--- src/rtl/signnarrow_pack_8to2.sv ---
// Narrows 8-bit signed values to 2-bit signed fields (saturating or truncating)
// and packs FIELDS of them per output word behind valid/ready handshakes.
module signnarrow_pack_8to2 #(
  parameter int SAT    = 1,
  parameter int FIELDS = 4
) (
  input  logic                clk,
  input  logic                rst_n,
  input  logic                in_valid,
  output logic                in_ready,
  input  logic [7:0]          in_data,
  input  logic                flush,
  input  logic                ovf_clr,
  output logic                out_valid,
  input  logic                out_ready,
  output logic [2*FIELDS-1:0] out_data,
  output logic [2:0]          out_count,
  output logic [FIELDS-1:0]   out_ovf_mask,
  output logic                ovf_sticky
);

  logic [2*FIELDS-1:0] acc, acc_ins;
  logic [FIELDS-1:0]   acc_mask, mask_ins;
  logic [1:0]          cnt;
  logic [2:0]          cnt_ins;
  logic                flush_pend;
  logic [1:0]          field;
  logic                oor;
  logic                accept, can_load, word_done, flush_load, flush_clr, load;

  assign can_load = !out_valid || out_ready;
  assign in_ready = !flush_pend && (cnt != 2'(FIELDS - 1) || can_load);
  assign accept   = in_valid && in_ready;

  always_comb begin
    oor      = !((&in_data[7:1]) || !(|in_data[7:1]));
    field    = in_data[1:0];
    if (oor && SAT != 0)
      field = in_data[7] ? 2'b10 : 2'b01;
    acc_ins  = acc;
    mask_ins = acc_mask;
    cnt_ins  = {1'b0, cnt};
    if (accept) begin
      acc_ins[{cnt, 1'b0} +: 2] = field;
      mask_ins[cnt]             = oor;
      cnt_ins                   = cnt_ins + 3'd1;
    end
  end

  // The slot image including this cycle's accept is what either kind of load emits.
  assign word_done  = accept && cnt == 2'(FIELDS - 1);
  assign flush_load = flush_pend && can_load && cnt_ins != 3'd0;
  assign flush_clr  = flush_pend && (flush_load || cnt_ins == 3'd0);
  assign load       = word_done || flush_load;

  always_ff @(posedge clk) begin
    if (!rst_n) begin
      acc          <= '0;
      acc_mask     <= '0;
      cnt          <= '0;
      out_data     <= '0;
      out_count    <= '0;
      out_ovf_mask <= '0;
      out_valid    <= 1'b0;
      ovf_sticky   <= 1'b0;
      flush_pend   <= 1'b0;
    end else begin
      if (load) begin
        out_data     <= acc_ins;
        out_count    <= cnt_ins;
        out_ovf_mask <= mask_ins;
        out_valid    <= 1'b1;
        acc          <= '0;
        acc_mask     <= '0;
        cnt          <= '0;
      end else begin
        acc      <= acc_ins;
        acc_mask <= mask_ins;
        cnt      <= cnt_ins[1:0];
        if (out_ready)
          out_valid <= 1'b0;
      end
      flush_pend <= flush || (flush_pend && !flush_clr);
      if (accept && oor)
        ovf_sticky <= 1'b1;
      else if (ovf_clr)
        ovf_sticky <= 1'b0;
    end
  end

endmodule

--- config.mk ---
export PLATFORM = sky130hd
export DESIGN_NAME = signnarrow_pack_8to2
export DESIGN_NICKNAME = d
export VERILOG_FILES = /design/src/rtl/signnarrow_pack_8to2.sv
export SDC_FILE = /design/constraint.sdc
export NUM_CORES = 1
export LEC_CHECK = 0
export BUFFER_PORTS_ARGS = -buffer_cell sky130_fd_sc_hd__buf_2
export CORE_MARGIN = 2
export CORE_UTILIZATION = 57
export DETAILED_ROUTE_END_ITERATION = 8
export PLACE_DENSITY_LB_ADDON = 0.15
export SLEW_MARGIN = 15
export SYNTH_ARGS = -nofsm -noshare
export SYNTH_HDL_FRONTEND = slang
export SYNTH_SLANG_ARGS = --single-unit
--- constraint.sdc ---
create_clock -name clk -period 2.85 [get_ports clk]
set_input_delay 0.1425 -clock clk [delete_from_list [all_inputs] [get_ports clk]]
set_output_delay 0.1425 -clock clk [all_outputs]
set_load 0.03 [all_outputs]
Word-level counts from Yosys, hierarchy flattened
Cells that the tools add are included.
{ "op_classes": {"addsub": 2, "magnitude_cmp": 2, "eq_ne": 2, "n_shift": 2, "muxes": 13, "bitwise_logic": 1, "reduce_logical": 27} }
{ "ops": {"columns": ["op", "count"], "rows": [
  ["1-bit logical AND", 9],
  ["8-bit bitwise mux", 1],
  ["8-bit two-way mux", 1],
  ["2-bit by 5-bit variable shift with 8-bit output (first input constant)", 1],
  ["2-bit by 5-bit indexed part select with 8-bit output", 1],
  ["7-bit AND reduction", 1],
  ["7-bit OR reduction", 1],
  ["1-bit logical OR", 6],
  ["1-bit logical NOT", 5],
  ["1-bit two-way mux", 5],
  ["3-bit negation with 5-bit output", 1],
  ["4-bit bitwise mux", 1],
  ["2-bit two-way mux", 2],
  ["4-bit two-way mux", 1],
  ["2-bit nonzero test", 2],
  ["2-bit by 1-bit adder with 3-bit output (second input constant)", 1],
  ["3-bit logical NOT", 1],
  ["2-bit by 3-bit less-than comparator with 1-bit output (second input constant)", 1],
  ["3-bit two-way mux", 1],
  ["3-bit nonzero test", 1],
  ["1-bit demux with 2-bit select", 1],
  ["2-bit equality test (second input constant)", 1],
  ["2-bit by 1-bit >= comparator with 1-bit output (second input constant)", 1],
  ["2-bit != test (second input constant)", 1],
  ["2 further kinds", 2]
]} }
{ "totals": {"register_bits": 32, "input_bits": 14, "elab_cells": 58} }

Depth between registers and ports, before layout
{ "logic_depth": {"depth_word": 13, "mapped_depth": 7, "ltp_nobuf": 6} }

Least setup slack after synthesis
Ideal clock, no wire load.
{ "synth_timing": {"kind": "flip-flop to flip-flop", "from": "register cnt[1]", "to": "register acc_mask[1]", "setup_time_ns": 0.120, "arrival_time_ns": 1.445, "setup_slack_ns": 1.285, "stages_incl_launch_ff": 8, "n_path_buf": 2, "synth_period_minus_slack_ns": 1.565, "cell_sequence": "dfxtp_1 ha_1 buf_4 a21oi_2 a211o_2 nand2_2 buf_2 nor2_1"} }
{ "synth_via": {"elab_chain_cells": 9, "elab_cells_between_ends": 19, "classes_between": "1 x add/sub; 2 x order compare; 2 x eq/ne; 5 x mux; 9 x reduce/logical"} }
{ "synth_lines": {"columns": ["item", "line_no", "text"], "rows": [
  ["start, declared", "24", "logic [1:0] cnt;"],
  ["start signal, assigned", "79", "cnt <= cnt_ins[1:0];"],
  ["parallel branches: the longest is 9 deep, another holds 2-bit by 3-bit less-than comparator with 1-bit output", null, null],
  ["end signal, assigned", "78", "acc_mask <= mask_ins;"],
  ["end, declared", "23", "logic [FIELDS-1:0] acc_mask, mask_ins;"]
]} }
Several ways; the timed one is not identified.
A chain may end at the register's enable or synchronous reset.

Worst setup path after layout
{ "layout_timing": {"from": "register cnt[0]", "to": "register out_data[3]"} }
{ "layout_via": {"elab_chain_cells": 8, "elab_cells_between_ends": 16, "classes_between": "2 x add/sub; 2 x eq/ne; 2 x shift; 3 x mux; 7 x reduce/logical"} }
{ "layout_lines": {"columns": ["item", "line_no", "text"], "rows": [
  ["parallel branches: the longest is 8 deep, another holds 3-bit negation with 5-bit output", null, null],
  ["end signal, assigned", "69", "out_data <= acc_ins;"],
  ["end, declared", "16", "output logic [2*FIELDS-1:0] out_data,"]
]} }
Several ways; the timed one is not identified.

==> results.txt <==
At the end of routability-driven placement, the weighted congestion stood at 0.830. The maximum fanout along the worst path is 12. Summed over all cells, the static leakage comes to between 0.7 and 0.8 nW.

On the critical path, the stage with the largest delay is an instance of sky130_fd_sc_hd__a211oi_2. The total routed wire length on the met1 layer came out at around 1.5 mm. The final hold slack came out at around 100 ps. After detailed routing, the met3 layer carries approximately 170 um of wire. The utilization after layout came out at between 60% and 70%. The core region is approximately 0.0025 mm2.

The number of nets in the layout is between 200 and 250. The post-route DRC violation count is 0. The HPWL after detailed placement is around 2.5 mm. The routed design could run at a clock period as short as between 2000 and 2500 ps. The clock arrives with about 11 ps of skew. Counting flops with a built-in enable in the synthesized netlist gives 0.

The number of warning messages in the yosys log came out at 0. The sequential group share of total power came out at 52.8%. Following the worst setup path forward leads to its endpoint at out_data[3]$_SDFFE_PN0P_.

By count the netlist is led by sky130_fd_sc_hd__dfxtp_1 (32), sky130_fd_sc_hd__nor2_1 (23), sky130_fd_sc_hd__a21oi_1 (11). From bottom edge to top edge, the die measures 55.8 um. The clock network fraction of total power is between 30% and 40%.

The async set or reset register ratio after synthesis is 0%. Walking the worst path, the cells encountered are ha_1, a21oi_2, a211oi_2, nor2_1, o2bb2ai_1. The maximum number of pins on one net before global-route repair came out at 15. The final non-filler cell total came out at between 200 and 250. The startpoint identified for the worst register-to-register timing path is cnt[0]$_SDFF_PP0_.

The internal reg-to-reg setup slack came out at between 400 and 500 ps. 32 I/O pins were placed. The floorplan die area is a little over 0.003 mm2. The synthesized design devotes to its leading area cell type between 40% and 50% of total area. The mapped netlist covers 0.00153 mm2. The post-CTS resize count is 0.

The worst max-slew margin expressed relative to the limit is between 40% and 50%. The number of antenna violations at the first check in global routing is 0. Of the synthesized area, sequential elements account for 42.0%. The internal power is around 640 uW. The number of synthesized register bits is 32.

The buffer depth of the longest clock path came out at 2. TritonCTS built the clock tree. A synthesized cell averages around 9.3 um2. The distinct cell type count of the synthesized netlist is 46. The via count of the first global-routing pass was about 1.2k.

In this run the critical register-to-register path is captured at out_data[3]$_SDFFE_PN0P_. The total congestion overflow came out at 0. Clock tree synthesis found a total of 32 sinks. The total placed instance area came out at around 0.0017 mm2. The final layout contains routed wiring with a total length of ~3.4 mm. The cell count after placement is 218.

The switching power is around 270 uW. The routed via count is 1321. The vias per cell came out at 5.82. The clock root buffer is sky130_fd_sc_hd__clkbuf_4. After routing the design area is about 0.0017 mm2. Data on the critical path arrives at its endpoint at about 2600 ps.

The length of routed met2 wiring is ~1.6 mm. The most repeated cell in the gate-level netlist after synthesis is sky130_fd_sc_hd__dfxtp_1. The switching power share of the total came out at between 20% and 30%. The slew at the pin with the worst max-slew slack came out at between 700 and 800 ps. The number of buffers created by CTS came out at 5. The flow ran to the end, and the final reports show no timing, DRC or antenna violations. The type of the worst min-delay path is primary input to flip-flop. The worst setup path is launched from a flip-flop. The number of DRC markers in iteration 0 came out at 32. The power density normalized to cell area is 521 mW/mm2. The most used flip-flop cell after synthesis is sky130_fd_sc_hd__dfxtp_1. Once detail routing completed, the nets flagged for antenna violations numbered 0. The overall fraction of global-route tracks in use came out at between 20% and 30%. The clock-pin slew on the worst setup and hold paths came out at roughly 90 ps. The number of buffers inserted for hold repair after clock tree synthesis is 1. The layout filler cell count came out at between 200 and 250. The starting density of the core came out at ~61%.

The CTS H-tree depth is 2. The final number of setup-violating endpoints came out at 0. The depth of the worst register-to-register path came out at 5. The post-CTS setup repair buffer count came out at 0. The number of standard cells after synthesis is around 160. In the final layout, the multi-input gates occupy approximately 800 um2. The critical path in this run is classified as flip-flop to flip-flop. The maximum cell stage delay along the critical path is ~690 ps.

The final count of hold timing violations came out at 0. The number of rows created at floorplan came out at 18. The worst endpoint required time came out at around 3100 ps. The average routed wire per standard cell came out at 14.8 um. The worst-case IR drop observed on VDD is 465 uV.

STA classifies the critical path endpoint as a flip-flop. The highest metal layer with signal wires is met4. The max-slew violation total from the final report is 0. The area growth from synthesis to layout is 13.9%. The fmax came out at between 400 and 500 MHz. The combinational cell fraction of total power came out at ~17%.

The library cell with the largest summed area after synthesis is sky130_fd_sc_hd__dfxtp_1. The fraction of layout instances using a drive strength above 1 came out at around a quarter. The number of buffers inserted by port buffering is 31. The setup TNS is 0 ps. The final clock period utilization by the worst path came out at between 80% and 90%.

The floorplan step set the die width to 55.8 um. The number of antenna cells inserted is 0. In this run the worst setup path begins at cnt[0]$_SDFF_PP0_. The first-pass iteration count of the detailed router is 4. The sequential standard cell area is roughly 640 um2. The tool flagged a number of max-cap violations equal to 0. Setup repair after global routing left no endpoint under its margin. The synthesized net count is between 150 and 200.

At the later pin of the worst-skew pair, clock insertion delay measures around 350 ps. The global-route wire length before repair is between 5 and 6 mm. In the post-synthesis netlist, the biggest area contributors are sky130_fd_sc_hd__dfxtp_1 (42%), sky130_fd_sc_hd__nor2_1 (5.7%), sky130_fd_sc_hd__ha_1 (4.1%).
==> registers in the layout, indices dropped and copies added, names as in the netlist, 2 cells and up <==
register / flops
out_count: 3
cnt: 2
out_ovf_mask: 4
out_data: 8
acc_mask: 4
acc: 8
==> critical path, delay by kind of cell (launching register included) <==
family	cells	cell delay, ps
adders and majority gates	1	450
AOI/OAI and AO/OA	3	1040
and+or+nand+nor	1	240
DFF	1	550
==> power groups by stage <==
| stage | clock, mW | sequential [mW] | combinational [mW] |
|---|---|---|---|
| after floorplan | 0 | 0.503 | 0.0967 |
| after global placement | 0 | 0.487 | 0.147 |
| after detailed placement | 0 | 0.488 | 0.151 |
| after CTS | 0.279 | 0.478 | 0.152 |
| after global routing | 0.299 | 0.481 | 0.166 |
| final | 0.275 | 0.478 | 0.153 |
==> cell usage in the layout, fill, tap and decap left out, types with 2 or more instances in the layout <==
master                      synthesis  layout
sky130_fd_sc_hd__clkbuf_1           0       2
sky130_fd_sc_hd__o31ai_2            2       2
sky130_fd_sc_hd__o211ai_1           2       2
sky130_fd_sc_hd__nor2_1            23      23
sky130_fd_sc_hd__nor2b_1            2       2
sky130_fd_sc_hd__a21oi_1           11      11
sky130_fd_sc_hd__nor3_1             6       6
sky130_fd_sc_hd__inv_1              6       6
sky130_fd_sc_hd__o21ai_1            6       6
sky130_fd_sc_hd__mux2i_1            6       6
sky130_fd_sc_hd__ha_1               5       5
sky130_fd_sc_hd__nand2b_1           2       2
sky130_fd_sc_hd__dfxtp_1           32      32
sky130_fd_sc_hd__buf_2              3      31
sky130_fd_sc_hd__a32oi_1            3       3
sky130_fd_sc_hd__o2bb2ai_1          5       5
sky130_fd_sc_hd__a31oi_1            4       4
sky130_fd_sc_hd__and2_1             2       2
sky130_fd_sc_hd__nand2_1            6       6
sky130_fd_sc_hd__clkbuf_4           0       5
sky130_fd_sc_hd__a41oi_1            3       3
sky130_fd_sc_hd__nand3_1            5       5
sky130_fd_sc_hd__nor3b_1            3       3
==> area by class of cell <==
cell class / instances / share of cell area, %
tap: 30 / 2.16
timing repair buffer: 32 / 9.50
multi-input combinational: 118 / 46.6
sequential: 32 / 36.8
inverter: 7 / 1.51
clock buffer: 8 / 3.38
==> routing by layer <==
metal	track usage, %	up-vias
li1	-	660
met1	28.6	615
met2	36.7	37
met3	6.05	9
met4	12.5	0
met5	0	-
==> worst min-delay path by stage <==
stage                        from                      end  slack [ps]  cells after the start
after floorplan             flush    flush_pend$_SDFF_PN0_         260                      2
after detailed placement    flush    flush_pend$_SDFF_PN0_         350                      3
after CTS                 ovf_clr  ovf_sticky$_SDFFE_PN0P_         100                      4
after global routing      ovf_clr  ovf_sticky$_SDFFE_PN0P_         140                      4
final                     ovf_clr  ovf_sticky$_SDFFE_PN0P_         100                      4
after global placement      flush    flush_pend$_SDFF_PN0_         350                      3
==> stage by stage <==
stage / setup slack, ps / power (mW)
5_1_grt: 276 / 0.946
6_report: 451 / 0.906
3_5_place_dp: 502 / 0.639
2_1_floorplan: 1280 / 0.600
4_1_cts: 490 / 0.909
3_3_place_gp: 632 / 0.634
==> cells by family after synthesis <==
logic type	share of synthesized area (%)
simple gates	22.4
compound gates	22.1
buf+inv	4.92
fa+ha+maj	4.10
xor+xnor	0.574
flops	42.0
mux	3.93
Note: power is estimated with default switching activity, not from simulation.
